## src/rtl/dac_mux_pkg.sv

```systemverilog
// Shared definitions for the DAC7611 / analog output mux scan controller.
//   DAC_BITS     : DAC code width
//   MUX_W        : width of the one-hot mux enable bus
//   scan_state_t : scan scheduler states
package dac_mux_pkg;
  localparam int DAC_BITS = 12;
  localparam int MUX_W    = 6;

  typedef enum logic [2:0] {
    IDLE,
    SHIFT,
    LOAD,
    SETTLE,
    NEXT,
    CLEAR
  } scan_state_t;
endpackage

```

## src/rtl/dac7611_shifter.sv

```systemverilog
// Serialiser for the DAC7611 three-wire interface.
// A load pulse captures a 12-bit code; the word is then shifted out MSB
// first. Each bit spends HALF_PER clocks with dac_sclk low followed by
// HALF_PER clocks with dac_sclk high. dac_sdi only changes on the clock
// where dac_sclk falls, so it is stable across the DAC's rising-edge sample.
// Ports:
//   clk, reset         : clock, asynchronous active-high reset
//   load, code         : start a new word (code captured on this edge)
//   shift_done         : high during the final clock of the last high phase
//   dac_sclk, dac_sdi  : DAC pins (sclk idles high)
module dac7611_shifter
  import dac_mux_pkg::*;
#(
  parameter int HALF_PER = 2
) (
  input  logic                clk,
  input  logic                reset,
  input  logic                load,
  input  logic [DAC_BITS-1:0] code,
  output logic                shift_done,
  output logic                dac_sclk,
  output logic                dac_sdi
);

  localparam int            HW     = (HALF_PER > 1) ? $clog2(HALF_PER) : 1;
  localparam logic [HW-1:0] H_LAST = HW'(HALF_PER - 1);
  localparam logic [3:0]    B_LAST = 4'(DAC_BITS - 1);

  logic [DAC_BITS-1:0] shreg;
  logic [HW-1:0]       hcnt;
  logic [3:0]          bcnt;
  logic                active;
  logic                half_end;
  logic                fall;

  assign half_end   = (hcnt == H_LAST);
  // End of a high phase that still has bits left: drop sclk, present next bit.
  assign fall       = active & half_end & dac_sclk & (bcnt != B_LAST);
  assign shift_done = active & half_end & dac_sclk & (bcnt == B_LAST);

  always_ff @(posedge clk or posedge reset) begin
    if (reset) begin
      dac_sclk <= 1'b1;
      dac_sdi  <= 1'b0;
      hcnt     <= '0;
      bcnt     <= '0;
      active   <= 1'b0;
    end else if (load) begin
      // First low phase starts immediately with the MSB already on sdi.
      dac_sclk <= 1'b0;
      dac_sdi  <= code[DAC_BITS-1];
      hcnt     <= '0;
      bcnt     <= '0;
      active   <= 1'b1;
    end else if (active) begin
      if (!half_end) begin
        hcnt <= hcnt + HW'(1);
      end else begin
        hcnt <= '0;
        if (!dac_sclk) begin
          dac_sclk <= 1'b1;
        end else if (fall) begin
          dac_sclk <= 1'b0;
          bcnt     <= bcnt + 4'd1;
          dac_sdi  <= shreg[DAC_BITS-2];
        end else begin
          // Last bit done: sclk stays high, sdi holds the last bit.
          active <= 1'b0;
        end
      end
    end
  end

  always_ff @(posedge clk) begin
    if (load) begin
      shreg <= code;
    end else if (fall) begin
      shreg <= {shreg[DAC_BITS-2:0], 1'b0};
    end
  end

endmodule

```

## src/rtl/dac_mux_scan_ctrl.sv

```systemverilog
// Scan scheduler for the DAC7611 serial DAC feeding the analog output mux.
// Holds one 12-bit code per mux channel and walks channels 0..NUM_CH-1:
// shift the code into the DAC, pulse LD, then close that channel's mux
// switch for SETTLE_CYC clocks. A pending clear request is serviced only
// in IDLE or between channels (NEXT), never in the middle of a shift.
// Ports:
//   clk, reset        : clock, asynchronous active-high reset
//   start, cont       : frame start pulse / continuous-scan level
//   wr_en, wr_ch,
//   wr_code           : code register write (wr_ch >= NUM_CH ignored)
//   clr_req           : request a DAC clear pulse
//   busy, done,
//   cur_ch            : frame status
//   mux_sel           : one-hot mux switch enables, 0 = all open
//   dac_sclk, dac_sdi,
//   dac_ld_n,
//   dac_clr_n         : DAC7611 pins
module dac_mux_scan_ctrl
  import dac_mux_pkg::*;
#(
  parameter int NUM_CH     = 6,
  parameter int HALF_PER   = 2,
  parameter int LD_CYC     = 2,
  parameter int SETTLE_CYC = 128,
  parameter int CLR_CYC    = 2
) (
  input  logic                clk,
  input  logic                reset,
  input  logic                start,
  input  logic                cont,
  input  logic                wr_en,
  input  logic [2:0]          wr_ch,
  input  logic [DAC_BITS-1:0] wr_code,
  input  logic                clr_req,
  output logic                busy,
  output logic                done,
  output logic [2:0]          cur_ch,
  output logic [MUX_W-1:0]    mux_sel,
  output logic                dac_sclk,
  output logic                dac_sdi,
  output logic                dac_ld_n,
  output logic                dac_clr_n
);

  localparam logic [2:0]  LAST_CH    = 3'(NUM_CH - 1);
  localparam logic [15:0] LD_END     = 16'(LD_CYC);
  localparam logic [15:0] SETTLE_END = 16'(SETTLE_CYC - 1);
  localparam logic [15:0] CLR_END    = 16'(CLR_CYC - 1);

  scan_state_t         state, state_n;
  logic [2:0]          ch, ch_n;
  logic [15:0]         tmr;
  logic                clr_pend;
  logic                clr_from_idle;
  logic [DAC_BITS-1:0] codes [MUX_W];
  logic [DAC_BITS-1:0] load_code;
  logic                load;
  logic                adv;
  logic                end_frame;
  logic                shift_done;
  logic                entering_clear;

  assign entering_clear = (state_n == CLEAR) && (state != CLEAR);

  // A write in the same cycle as the load is forwarded, so it lands first.
  assign load_code = (wr_en && (wr_ch == ch_n)) ? wr_code : codes[ch_n];

  dac7611_shifter #(
    .HALF_PER (HALF_PER)
  ) u_shifter (
    .clk        (clk),
    .reset      (reset),
    .load       (load),
    .code       (load_code),
    .shift_done (shift_done),
    .dac_sclk   (dac_sclk),
    .dac_sdi    (dac_sdi)
  );

  always_ff @(posedge clk or posedge reset) begin
    if (reset) begin
      for (int i = 0; i < MUX_W; i++) codes[i] <= '0;
    end else if (wr_en && (wr_ch <= LAST_CH)) begin
      codes[wr_ch] <= wr_code;
    end
  end

  // State register, channel counter, shared LD/SETTLE/CLR timer, clear flags.
  always_ff @(posedge clk or posedge reset) begin
    if (reset) begin
      state         <= IDLE;
      ch            <= '0;
      tmr           <= '0;
      clr_pend      <= 1'b0;
      clr_from_idle <= 1'b0;
    end else begin
      state <= state_n;
      ch    <= ch_n;
      tmr   <= (state_n != state) ? 16'd0 : tmr + 16'd1;
      if (clr_req) begin
        clr_pend <= 1'b1;
      end else if (entering_clear) begin
        clr_pend <= 1'b0;
      end
      if (entering_clear) begin
        clr_from_idle <= (state == IDLE);
      end
    end
  end

  // Next state. adv is the shared "channel finished" decision taken from
  // NEXT, or from the end of a clear inserted between channels.
  always_comb begin
    state_n   = state;
    ch_n      = ch;
    load      = 1'b0;
    adv       = 1'b0;
    end_frame = 1'b0;
    unique case (state)
      IDLE: begin
        if (clr_pend) begin
          state_n = CLEAR;
        end else if (start) begin
          state_n = SHIFT;
          ch_n    = '0;
          load    = 1'b1;
        end
      end
      SHIFT:  if (shift_done) state_n = LOAD;
      LOAD:   if (tmr == LD_END) state_n = SETTLE;
      SETTLE: if (tmr == SETTLE_END) state_n = NEXT;
      NEXT: begin
        if (clr_pend) state_n = CLEAR;
        else          adv     = 1'b1;
      end
      CLEAR: begin
        if (tmr == CLR_END) begin
          if (clr_from_idle) state_n = IDLE;
          else               adv     = 1'b1;
        end
      end
      default: state_n = IDLE;
    endcase
    if (adv) begin
      if (ch != LAST_CH) begin
        ch_n    = ch + 3'd1;
        state_n = SHIFT;
        load    = 1'b1;
      end else begin
        end_frame = 1'b1;
        ch_n      = '0;
        if (cont) begin
          state_n = SHIFT;
          load    = 1'b1;
        end else begin
          state_n = IDLE;
        end
      end
    end
  end

  // Outputs. LOAD spends its first clock with ld_n high (sclk high setup).
  always_comb begin
    busy      = (state != IDLE) && !((state == CLEAR) && clr_from_idle);
    done      = end_frame;
    cur_ch    = ch;
    mux_sel   = '0;
    if (state == SETTLE) mux_sel = MUX_W'(1) << ch;
    dac_ld_n  = !((state == LOAD) && (tmr != 16'd0));
    dac_clr_n = (state != CLEAR);
  end

endmodule

```

## config.mk

```make
export PLATFORM = sky130hd
export DESIGN_NAME = dac_mux_scan_ctrl
export DESIGN_NICKNAME = d
export VERILOG_FILES = /design/src/rtl/dac_mux_pkg.sv /design/src/rtl/dac7611_shifter.sv /design/src/rtl/dac_mux_scan_ctrl.sv
export SDC_FILE = /design/constraint.sdc
export NUM_CORES = 1
export LEC_CHECK = 0
export BUFFER_PORTS_ARGS = -buffer_cell sky130_fd_sc_hd__clkbuf_2
export CAP_MARGIN = 20
export CORE_UTILIZATION = 40
export CTS_CLUSTER_DIAMETER = 50
export DETAILED_ROUTE_END_ITERATION = 16
export PLACE_DENSITY = 0.64
export SLEW_MARGIN = 10
export SYNTH_ARGS = -nofsm -noshare
export SYNTH_HDL_FRONTEND = slang
export SYNTH_SLANG_ARGS = --single-unit
```

## constraint.sdc

```tcl
create_clock -name clk -period 5.6 [get_ports clk]
set_input_delay 0.56 -clock clk [delete_from_list [all_inputs] [get_ports clk]]
set_output_delay 0.56 -clock clk [all_outputs]
set_load 0.05 [all_outputs]
```

==> impl_metrics.tcl <==
set metrics [dict create \
    via_count 5186 \
    place_congestion 0.873 \
    grt_max_degree 54 \
    slew_violations 0 \
    async_reset_ff_share_pct 90.4 \
    synth_area_per_cell_sq_um 10.2 \
    vdd_ir_drop_max_uv 250 \
    dp.cells 842 \
    slew_headroom_pct 32.5 \
    drt-initial-drc-count 365 \
    ys_seq_area_share_pct 45.8 \
    grt_use_met1_pct 29.4 \
    initial_core_util_pct 41.5 \
    setup_tns_ps 0 \
    finalSetupViolCount 0 \
    slowest_stage "dfrtp_1" \
    fmax_mhz 247 \
    synth_flop_cell "dfrtp_1" \
    period_share_pct 72.3 \
    powerDensity_nw_per_um2 552 \
    cts_made_buffers 17 \
    worst_pin_slew_ps 1010 \
    die_w_microns 129 \
    synth_top_cell_by_area "dfrtp_1" \
    syn_area_sq_um 6410 \
    cp-end-kind "register" \
    grtUsageMet2_pct 35.0 \
    dieArea_sq_um 16500 \
    die_h_microns 129 \
    cts_root_buffer "clkbuf_16" \
    fin_cells 877 \
    grt_first_pass_wirelength_microns 28100 \
    timing.final.ws_setup_ps 1550 \
    gr-max-usage-layer "met2" \
    start_kind "register" \
    syn_to_final_growth_pct 15.4 \
    period_minus_slack_ps 4050 \
    fillCellCount 1453 \
    post-place-ws_ps 1650 \
    numPortBuffers 35 \
    grt_pass1_vias 5275 \
    antenna_found_initial 0 \
    path_cells "nand4bb_1 -> or3_4 -> o21ai_2 -> a22oi_2 -> xnor2_2 -> o21a_1 -> a21oi_1" \
    clk_pin_slew_ps 50 \
    ys_seq_elements 115 \
    wire_per_inst_microns 19.8 \
    hold_violations 0 \
    ys_types 79 \
    antennaDiodeCount 0 \
    finClkSkew_ps 9.24 \
    synth_cells 628 \
    path_max_fanout 17 \
    coreArea_sq_um 15400 \
    viasPerCell 5.91 \
    synth_top_area_share_pct 40.2 \
    synth_edf_count 11 \
    critPathMaxStageDelay_ps 680 \
    yosysMostFrequentCell "dfrtp_1" \
    nets 680 \
    pin_count 36 \
    hold_class "in -> async" \
    leakage_nw 3.05 \
    ys_warn_count 0 \
    status "completed" \
    dr.pass1.iters 8 \
    drive_above_1_share_pct 26.1 \
    rsz0062_at_grt "no" \
    wirelength_microns 17300 \
    cts_tree "built" \
    clockBufferDepth 2 \
    critPathRequiredTime_ps 5740 \
    syn_nets 655 \
    rows 45 \
    crit_type "reg -> reg" \
    drc_errors 0 \
    cts_resized 0 \
    post-cts-setup-buffer-count 0 \
    maxCapViolations 0 \
    detail-route-antenna-nets 0 \
    cts.sinks 115 \
    met3_usage_pct 6.32 \
    dpl.hpwl_microns 11600 \
    gr-usage-all-layers_pct 22.5 \
    clk_latency_ps 420 \
    grt_overflow 0 \
    ys_top_cells_by_count "103 x dfrtp_1, 61 x mux2_2, 48 x nand2_1, 41 x nor2_1, 40 x o21ai_0" \
    worstPathArrival_ps 4190 \
    htree_levels 4 \
    synth_area_leaders "dfrtp_1 40%, mux2_2 11%, edfxtp_1 5.2%" \
    hold_buffers 0 \
]
==> per-stage QoR <==
stage / hold slack [ps] / utilization (%) / cell area (sq um) / total power [mW]
detailed placement: 489 / 43.5 / 6720 / 2.86
floorplan: 473 / - / 6410 / 2.47
global route: 300 / 47.9 / 7390 / 4.29
global placement: 485 / 43.5 / 6710 / 2.81
CTS: 266 / 47.7 / 7360 / 4.04
finish: 246 / 47.9 / 7390 / 4.08
==> routing by layer <==
layer	up-vias	routed length, microns	share of wire (%)
li1	2353	-	-
met1	2584	7390	43
met2	211	8110	47
met3	38	1350	7.8
met4	0	490	2.8
met5	-	0	0
==> sequential cells by signal (all words and copies together), names as in the netlist <==
name	flops
clr_from_idle	1
u_shifter.bcnt	4
u_shifter.half_end	1
u_shifter.dac_sclk	1
state	3
cur_ch	3
tmr	16
clr_pend	1
u_shifter.shreg	11
codes	72
u_shifter.active	1
u_shifter.dac_sdi	1
==> final timing paths <==
path	slack (ps)	start	cells past startpoint	end
setup / recovery	1550	state[0]	7	u_shifter.shreg[8]
hold / removal	250	reset	2	tmr[11]
max in group asynchronous	4230	reset	3	codes[61]
hold reg to reg	500	codes[47]	1	codes[47]
min in group clk	330	clr_req	2	clr_pend
setup reg to reg	1550	state[0]	7	u_shifter.shreg[8]
==> power breakdown <==
part | switching [mW] | leakage, nW | internal (mW)
Combinational | 1.06 | 1.36 | 0.580
Sequential | 0.174 | 1.38 | 1.09
Clock | 0.372 | 0.318 | 0.803
==> critical path: cells and delay by family (launching register included) <==
kind / cells / cell delay (ps)
XOR/XNOR: 1 / 680
flip-flops: 1 / 680
AND/OR/NAND/NOR: 2 / 860
AO/OA/AOI/OAI: 4 / 1550
==> cells in the final DEF, fill, tap and decap left out, types with 12 or more instances in the layout <==
cell and instances:
nand2_1 48, nand2b_1 15, mux2_2 61, nor2_1 40, a21oi_1 21, nor3_1 12, dfrtp_1 103, o22ai_1 19
o21ai_0 40, inv_1 28, clkbuf_16 18, nand3_1 33, clkbuf_2 35
==> logic make-up (layout without fill, tap and decap cells) <==
logic type	Yosys count	count (layout)	synth area share (%)
DFF	115	115	45.8
and+or+nand+nor	193	193	15.4
buffers and inverters	71	109	4.94
adders and majority gates	6	6	1.17
muxes	68	68	11.9
xor gates and xnor gates	20	20	3.14
AOI/OAI and AO/OA	155	155	17.7
==> cell type report <==
type                       count  area (sq um)  share of cell area (%)
tap                          211           264                    3.57
timing repair buffer          45           258                    3.49
clock buffer                  23           499                    6.75
inverter                      32           125                    1.69
sequential                   115          2930                    39.7
multi-input combinational    442          3170                    42.8
clock inverter                 9           148                    2.00
(Power assumes the default switching activity.)
